[config.mk]
export PLATFORM = sky130hd
export DESIGN_NAME = dmem_store_buffer
export DESIGN_NICKNAME = d
export VERILOG_FILES = /design/src/rtl/pico_pkg.sv /design/src/rtl/stbuf_match.sv /design/src/rtl/dmem_store_buffer.sv
export SDC_FILE = /design/constraint.sdc
export NUM_CORES = 1
export LEC_CHECK = 0
export ABC_AREA = 1
export BUFFER_PORTS_ARGS = -buffer_cell sky130_fd_sc_hd__buf_2
export CORE_UTILIZATION = 30
export DETAILED_ROUTE_END_ITERATION = 10
export GPL_ROUTABILITY_DRIVEN = 0
export SLEW_MARGIN = 0
export SYNTH_ARGS = -nofsm -noshare
export SYNTH_HDL_FRONTEND = slang
export SYNTH_SLANG_ARGS = --single-unit
[constraint.sdc]
create_clock -name clk_i -period 7.1 [get_ports clk_i]
set_input_delay 0.355 -clock clk_i [delete_from_list [all_inputs] [get_ports clk_i]]
set_output_delay 0.355 -clock clk_i [all_outputs]
set_load 0.02 [all_outputs]
[src/rtl/pico_pkg.sv]
// ============================================================================
// Module   : pico_pkg
// Brief    : Shared widths, store-buffer entry type and dmem port arbitration
//            encoding for the dmem store buffer.
// Revision : 1.0
// ============================================================================
`default_nettype none

package pico_pkg;

   localparam int D_WIDTH = 8;
   localparam int A_WIDTH = 8;

   typedef struct packed {
      logic [A_WIDTH-1:0] addr;
      logic [D_WIDTH-1:0] data;
   } stbuf_entry_t;

   typedef enum logic [1:0] {
      ARB_IDLE  = 2'd0,
      ARB_LOAD  = 2'd1,
      ARB_DRAIN = 2'd2
   } arb_e;

endpackage

`default_nettype wire

[src/rtl/stbuf_match.sv]
// ============================================================================
// Module   : stbuf_match
// Brief    : Parallel load-address compare across the occupied store-buffer
//            entries; reports a hit and the index of the youngest match.
// Revision : 1.0
// ============================================================================
`default_nettype none

module stbuf_match #(
   parameter int  A_WIDTH = 8,
   parameter int  DEPTH   = 4,
   localparam int PW      = $clog2(DEPTH),
   localparam int CW      = PW + 1
) (
   input  logic [DEPTH-1:0][A_WIDTH-1:0] addr_i,
   input  logic [PW-1:0]                 head_i,
   input  logic [CW-1:0]                 count_i,
   input  logic [A_WIDTH-1:0]            ld_addr_i,
   output logic                          hit_o,
   output logic [PW-1:0]                 hit_idx_o
);

   logic [PW-1:0] slot;

   // Walk oldest to youngest so the last match seen is the one nearest tail.
   always_comb begin
      hit_o     = 1'b0;
      hit_idx_o = '0;
      slot      = '0;
      for (int k = 0; k < DEPTH; k++) begin
         slot = head_i + PW'(k);
         if ((CW'(k) < count_i) && (addr_i[slot] == ld_addr_i)) begin
            hit_o     = 1'b1;
            hit_idx_o = slot;
         end
      end
   end

endmodule

`default_nettype wire

[src/rtl/dmem_store_buffer.sv]
// ============================================================================
// Module   : dmem_store_buffer
// Brief    : Posted-write FIFO in front of the single-port dmem; drains one
//            store per cycle whenever the port is not taken by a load.
//            Option macro STBUF_FWD_EN enables store-to-load forwarding.
// Revision : 1.0
// ============================================================================
`default_nettype none

module dmem_store_buffer
   import pico_pkg::*;
#(
   parameter int  D_WIDTH = pico_pkg::D_WIDTH,
   parameter int  A_WIDTH = pico_pkg::A_WIDTH,
   parameter int  DEPTH   = 4,
   localparam int PW      = $clog2(DEPTH),
   localparam int CW      = PW + 1
) (
   input  logic               clk_i,
   input  logic               rst_ni,
   input  logic               st_valid_i,
   output logic               st_ready_o,
   input  logic [A_WIDTH-1:0] st_addr_i,
   input  logic [D_WIDTH-1:0] st_data_i,
   input  logic               ld_valid_i,
   output logic               ld_ready_o,
   input  logic [A_WIDTH-1:0] ld_addr_i,
   output logic [D_WIDTH-1:0] ld_data_o,
   output logic [CW-1:0]      buf_count_o,
   output logic               buf_empty_o,
   output logic [A_WIDTH-1:0] dmem_alu_result_o,
   output logic [D_WIDTH-1:0] dmem_in_o,
   output logic               dmem_write_en_o,
   input  logic [D_WIDTH-1:0] dmem_out_i
);

   logic [DEPTH-1:0][A_WIDTH-1:0] addr_q;
   logic [D_WIDTH-1:0]            data_q [DEPTH];
   logic [PW-1:0]                 head_q, head_d;
   logic [PW-1:0]                 tail_q, tail_d;
   logic [CW-1:0]                 count_q, count_d;

   logic          full, hit, fwd_sel, push, pop;
   logic [PW-1:0] hit_idx;
   arb_e          arb;

   stbuf_match #(
      .A_WIDTH (A_WIDTH),
      .DEPTH   (DEPTH)
   ) u_match (
      .addr_i    (addr_q),
      .head_i    (head_q),
      .count_i   (count_q),
      .ld_addr_i (ld_addr_i),
      .hit_o     (hit),
      .hit_idx_o (hit_idx)
   );

   always_comb begin
      full = (count_q == CW'(DEPTH));
`ifdef STBUF_FWD_EN
      fwd_sel    = hit;
      ld_ready_o = ld_valid_i & ~full;
`else
      // A load hitting a pending store waits until that store has drained.
      fwd_sel    = 1'b0;
      ld_ready_o = ld_valid_i & ~full & ~hit;
`endif
      ld_data_o = fwd_sel ? data_q[hit_idx] : dmem_out_i;

      arb = ARB_IDLE;
      if (ld_ready_o)
         arb = ARB_LOAD;
      else if (count_q != '0)
         arb = ARB_DRAIN;

      pop  = (arb == ARB_DRAIN);
      push = st_valid_i & ~full;

      st_ready_o        = ~full;
      buf_count_o       = count_q;
      buf_empty_o       = (count_q == '0);
      dmem_alu_result_o = pop ? addr_q[head_q] : ld_addr_i;
      dmem_in_o         = data_q[head_q];
      dmem_write_en_o   = pop;

      head_d  = head_q + PW'(pop);
      tail_d  = tail_q + PW'(push);
      count_d = count_q + CW'(push) - CW'(pop);
   end

   always_ff @(posedge clk_i or negedge rst_ni) begin
      if (!rst_ni) begin
         head_q  <= '0;
         tail_q  <= '0;
         count_q <= '0;
         addr_q  <= '0;
         for (int i = 0; i < DEPTH; i++)
            data_q[i] <= '0;
      end else begin
         head_q  <= head_d;
         tail_q  <= tail_d;
         count_q <= count_d;
         if (push) begin
            addr_q[tail_q] <= st_addr_i;
            data_q[tail_q] <= st_data_i;
         end
      end
   end

endmodule

`default_nettype wire

==> results.py, run 1 <==
metrics = {
    "outcome": {
        "status": "finished, violations left",
        "failed_checks": "DRC",
    },
    "pwr": {
        "power-per-cell-area_nw_per_um2": 525,
        "clockPowerShare": 0.178,
        "p_switching_mw": 1.31,
        "leakagePower_nw": 2.80,
        "combinationalPowerShare": 0.550,
        "intPower_mw": 1.39,
        "switching_share": 0.485,
        "irDropWorstVdd_v": 0.000248,
        "pwr-share-seq": 0.272,
    },
    "finish": {
        "final_area_sq_um": 5150,
        "antennaDiodeCount": 0,
        "num-fill-cells": 1612,
        "final_common_cell": "nand2_1",
        "nets": 748,
        "drive_gt1_frac": 0.115,
        "final_cell_mix": "nand2_1, nand3_1, o21ai_0, dfrtp_1, inv_1",
        "area_growth_pct": 13.7,
        "utilization": 0.352,
    },
    "floorplanning": {
        "ios": 67,
        "start_util": 0.309,
        "die-area_sq_um": 15600,
        "row_count": 44,
        "die_w_um": 125,
        "core_sq_um": 14600,
        "die_height_um": 125,
    },
    "route": {
        "drt_iter0_drc": 367,
        "wl_met3_um": 657,
        "wl_met2_mm": 4.98,
        "route.detailed.drc": 14,
        "wirelength_mm": 11.8,
        "wl_met1_mm": 6.07,
        "vias_per_cell": 4.80,
        "vias": 4294,
        "dr.pass1.iters": 8,
        "avgRoutedWirePerCell_um": 13.2,
        "detail-route-antenna-nets": 0,
        "dr.max_layer_used": "met4",
    },
    "place": {
        "placed_cell_area_sq_um": 4830,
        "io_buffers": 50,
        "pre_cts_slack_ns": 3.27,
        "hpwl_mm": 8.16,
    },
    "clock_tree": {
        "htreeDepth": 3,
        "clockBufferDepth": 2,
        "post_cts_buffers": 0,
        "ctsResizeCount": 0,
        "clockRootBuffer": "clkbuf_16",
        "cts_tree": "yes",
        "ctsHoldBuffers": 0,
        "cts_buffers": 9,
        "path_clk_slew_ns": 0.06,
        "clock-sinks": 71,
        "clock_latency_ns": 0.33,
    },
    "logic_synthesis": {
        "synth_top_area_share": 0.392,
        "ys_types": 28,
        "postSynthCellCount": 674,
        "syn_area_sq_um": 4530,
        "yosys-top-cells-area": "dfrtp_1, nand2_1, nand3_1, o21ai_0, inv_1",
        "synth_area_leader_cell": "dfrtp_1",
        "syn_nets": 717,
        "syn_avg_cell_area_sq_um": 6.72,
        "yosysSeqAreaShare": 0.392,
        "ys_ff_latch": 71,
        "ys_warn_count": 0,
    },
    "setup_path": {
        "critPathKind": "reg -> reg",
        "critPathLaunchType": "flip-flop",
        "crit_buf_inv": 4,
        "path_cells": "inv_2 -> nand2_1 -> nand2_1 -> nand3_1 -> o21ai_1 -> nand2_1 -> nand2_1 -> nand2_1 -> nor2_1 -> nand2_1 -> nand2_1 -> nand2_1 -> nand2_4 -> nand2_4 -> inv_1 -> ha_1 -> inv_1 -> ha_1 -> inv_1 -> fa_1 -> xor2_1",
        "r2r_slack_ns": 3.28,
        "r2r_cells": 21,
        "crit_path_end_kind": "flip-flop",
        "path_depth": 21,
        "path_max_fanout": 41,
        "critPathRequiredTime_ns": 7.32,
        "reg2reg_from": "head_q[0]",
        "cp.arrival_ns": 4.03,
        "max_stage_delay_ns": 0.52,
        "cp-endpoint": "buf_count_o[2]",
        "critPathTopFamily": "simple AND/OR/NAND/NOR gates",
        "cp-startpoint": "head_q[0]",
        "cp_common_cell": "nand2_1",
        "crit_slowest_cell": "nand2_1",
        "r2r_end": "buf_count_o[2]",
    },
    "global_route": {
        "grt_max_degree": 72,
        "grt_pass1_vias": 4038,
        "antenna_found_initial": 0,
        "overflow": 0,
        "grt_use_total": 0.163,
        "grt_first_pass_wirelength_mm": 20.2,
    },
    "sta": {
        "hold_violations": 0,
        "fmax_mhz": 262,
        "finClkSkew_ns": 0.00721,
        "setup_viol": 0,
        "final_max_slew_viol_count": 0,
        "timing.slew.headroom": 0.403,
        "fin_crit_ns": 3.82,
        "finalSetupTns_ns": 0,
        "tightest_slew_ns": 0.896,
        "rsz0062_at_grt": "false",
        "fin_ws_ns": 3.28,
        "post-route-period-util": 0.538,
    },
    "job": {
        "maxCapViolations": 0,
    },
    "worst_hold_path": {
        "hp-class": "in -> async",
    },
}
==> flip-flops by register name, indices dropped and copies added, names as in the netlist <==
name and cells:
tail_q 2, buf_count_o 3, data_q 32, head_q 2, addr_q 32
==> how the worst min path moves through the flow <==
stage / start / end / slack, ns
finish: rst_ni / data_q[16] / 0.24
global route: rst_ni / data_q[25] / 0.32
CTS: rst_ni / data_q[16] / 0.27
detailed placement: data_q[15] / data_q[15] / 0.47
global placement: data_q[24] / data_q[24] / 0.46
floorplan: rst_ni / addr_q[0] / 0.06
==> cells by family (layout without fill, tap and decap cells) <==
kind of cell	Yosys count	in the layout	share of synthesized area
flip-flops	71	71	0.392
AND/OR/NAND/NOR	399	399	0.365
buffers and inverters	100	136	0.102
adder cells (fa/ha/maj)	7	7	0.0210
XOR/XNOR	4	4	0.00774
AO/OA/AOI/OAI	93	93	0.111
==> synth_stat cells (all sizes together) <==
master / n
o22ai: 1
and2: 2
xor2: 4
nand3: 92
or2: 3
a22oi: 8
nor2: 17
o21ai: 78
nand2: 282
dfrtp: 71
fa: 1
inv: 63
clkbuf: 13
nand4: 3
buf: 24
a21oi: 2
ha: 6
a21boi: 1
o211ai: 3
==> metrics by stage <==
stage | hold slack [ns] | total power [mW] | cells
after floorplan | 0.0594 | 1.88 | 674
after global placement | 0.465 | 2.21 | 878
after detailed placement | 0.473 | 2.23 | 878
after CTS | 0.266 | 2.72 | 894
after global routing | 0.322 | 3.00 | 894
final | 0.237 | 2.71 | 894
==> area by class of cell <==
class,count,area [sq um],area share
multi-input cells,503,2290,0.444
flip-flops and latches,71,1780,0.345
repair buffers,57,303,0.0588
inverters,63,236,0.0459
clock buffers,11,233,0.0452
well taps,184,230,0.0447
clock inverters,5,82.6,0.0160
==> layer usage <==
layer | vias up | track usage
met3 | 11 | 0.0318
met2 | 125 | 0.243
met1 | 1948 | 0.239
met5 | - | 0
li1 | 2210 | -
met4 | 0 | 0.0409
==> power by group through the flow <==
| stage | Combinational (mW) | Sequential [mW] | Clock, mW |
|---|---|---|---|
| global route | 1.72 | 0.766 | 0.510 |
| CTS | 1.50 | 0.736 | 0.492 |
| finish | 1.49 | 0.735 | 0.482 |
| detailed placement | 1.49 | 0.740 | 0 |
| floorplan | 1.16 | 0.717 | 0 |
| global placement | 1.48 | 0.736 | 0 |
(Power assumes the default switching activity.)
==> run 2: changes to the inputs <==
==> constraint.sdc (replaced) <==
create_clock -name clk_i -period 3.18 [get_ports clk_i]
set_input_delay 0.159 -clock clk_i [delete_from_list [all_inputs] [get_ports clk_i]]
set_output_delay 0.159 -clock clk_i [all_outputs]
set_load 0.02 [all_outputs]
==> run 2 against run 1 <==
The flow still finishes with violations (DRC). Critical path type unchanged. Combinational power grew to 2.5 times the previous value. Via count is 1.9% higher. Routed wire length is 5.0% higher. Highest routed layer unchanged. Sequential share of layout area is 1.7 points lower.
==> results.py, run 2 (synthesis gave the netlist of run 1 again) <==
metrics = {
    "outcome": {
        "status": "finished, violations left",
        "failed_checks": "DRC",
    },
    "finish": {
        "multi_input_area_sq_um": 2330,
        "final_cell_mix": "nand2_1, nand3_1, o21ai_0, dfrtp_1, inv_1",
        "area_growth_pct": 20.0,
        "final_common_cell": "nand2_1",
        "nets": 768,
        "regArea_sq_um": 1780,
        "antennaDiodeCount": 0,
        "layout.cells.non_filler": 914,
        "drive_gt1_frac": 0.153,
        "num-fill-cells": 1619,
    },
    "route": {
        "drt_iter0_drc": 256,
        "wirelength_mm": 12.4,
        "detail-route-antenna-nets": 0,
        "vias_per_cell": 4.79,
        "wl_met2_mm": 5.41,
        "wl_met3_um": 608,
        "dr.pass1.iters": 7,
        "dr.max_layer_used": "met4",
        "wl_met1_mm": 6.28,
        "vias": 4377,
        "avgRoutedWirePerCell_um": 13.6,
        "route.detailed.drc": 14,
    },
    "sta": {
        "post-route-period-util": 0.948,
        "finalSetupTns_ns": 0,
        "timing.slew.headroom": 0.401,
        "hold_violations": 0,
        "tightest_slew_ns": 0.899,
        "fin_crit_ns": 3.01,
        "setup_viol": 0,
        "finClkSkew_ns": 0.00924,
        "holdWs_ns": 0.127,
        "fmax_mhz": 332,
        "final_max_slew_viol_count": 0,
    },
    "pwr": {
        "report.power.total_mw": 6.44,
        "irDropWorstVdd_v": 0.000535,
        "power-per-cell-area_nw_per_um2": 1190,
        "leakagePower_nw": 2.93,
    },
    "floorplanning": {
        "start_util": 0.309,
        "ios": 67,
        "core_sq_um": 14600,
        "die-area_sq_um": 15600,
        "row_count": 44,
        "die_w_um": 125,
        "die_height_um": 125,
    },
    "clock_tree": {
        "clockBufferDepth": 2,
        "cts_buffers": 9,
        "clockRootBuffer": "clkbuf_16",
        "htreeDepth": 3,
        "path_clk_slew_ns": 0.06,
        "clock-sinks": 71,
        "cts_tree": "yes",
        "clock_latency_ns": 0.34,
    },
    "setup_path": {
        "critPathLaunchType": "flip-flop",
        "cp.arrival_ns": 3.24,
        "critPathKind": "reg -> reg",
        "path_max_fanout": 11,
        "crit_path_end_kind": "flip-flop",
        "critPathRequiredTime_ns": 3.41,
    },
    "place": {
        "dp_cells": 888,
        "hpwl_mm": 8.63,
        "io_buffers": 50,
    },
    "global_route": {
        "grt_pass1_vias": 4090,
        "grt_first_pass_wirelength_mm": 20.4,
        "grt_use_total": 0.163,
        "overflow": 0,
        "antenna_found_initial": 0,
        "grt_max_degree": 44,
    },
    "worst_hold_path": {
        "hp-class": "in -> reg",
    },
    "job": {
        "maxCapViolations": 0,
    },
}
-- run 2: worst paths after layout --
kind                                   start              to  slack [ns]  depth (start not counted)
worst min register to register    addr_q[22]      addr_q[22]        0.48                          2
min in group asynchronous             rst_ni       data_q[1]        0.48                          2
max in group asynchronous             rst_ni      addr_q[17]        1.90                          3
worst max-delay path               head_q[0]  buf_count_o[1]        0.17                         21
worst max register to register     head_q[0]  buf_count_o[1]        0.17                         21
worst min-delay path            st_data_i[7]      data_q[31]        0.13                          3
-- run 2: through the flow --
step | setup WS, ns | cell area [sq um] | util
6_report | 0.166 | 5430 | 0.371
5_1_grt | -0.0205 | 5430 | 0.371
4_1_cts | 0.133 | 5250 | 0.359
3_5_place_dp | 0.142 | 4950 | 0.338
3_3_place_gp | 0.147 | 4950 | 0.338
2_1_floorplan | 0.252 | 4530 | -
-- run 2: area by class of cell --
cell class              count  share of cell area
clock buffers              10              0.0422
repair buffers             77               0.102
multi-input cells         503               0.428
clock inverters             6              0.0127
inverters                  63              0.0449
well taps                 184              0.0424
flip-flops and latches     71               0.328
-- run 2: repair_timing --
action / CTS / global route
hold buffers: 1 / 0
endpoints found under the setup margin: 0 / 2
buffers inserted: 0 / 6
hold endpoints to repair: 39 / 0
resized for setup: 0 / 20
-- run 2: layer usage --
layer,up-vias,global-route usage
met3,13,0.0279
met5,-,0
met4,0,0.0416
met2,123,0.254
li1,2256,-
met1,1985,0.234
-- run 2: power by group --
group          switching, mW  internal (mW)
sequential             0.326           1.34
clock                  0.399          0.611
combinational           2.36           1.41
-- run 2: worst max-delay path: stages (launching register included) --
cell and delay (ns):
dfrtp_2 0.46, buf_4 0.16, clkbuf_16 0.16, nand2_1 0.05, o21ai_0 0.09, or2_2 0.30, nand2_1 0.06, nand2_1 0.05
nand2_1 0.07, nor2_1 0.05, nand3_1 0.07, nand2_1 0.06, nand2_2 0.08, nand2_4 0.07, nand2_8 0.08, inv_4 0.04
ha_1 0.27, inv_1 0.05, ha_1 0.12, inv_1 0.05, fa_2 0.52, inv_1 0.04
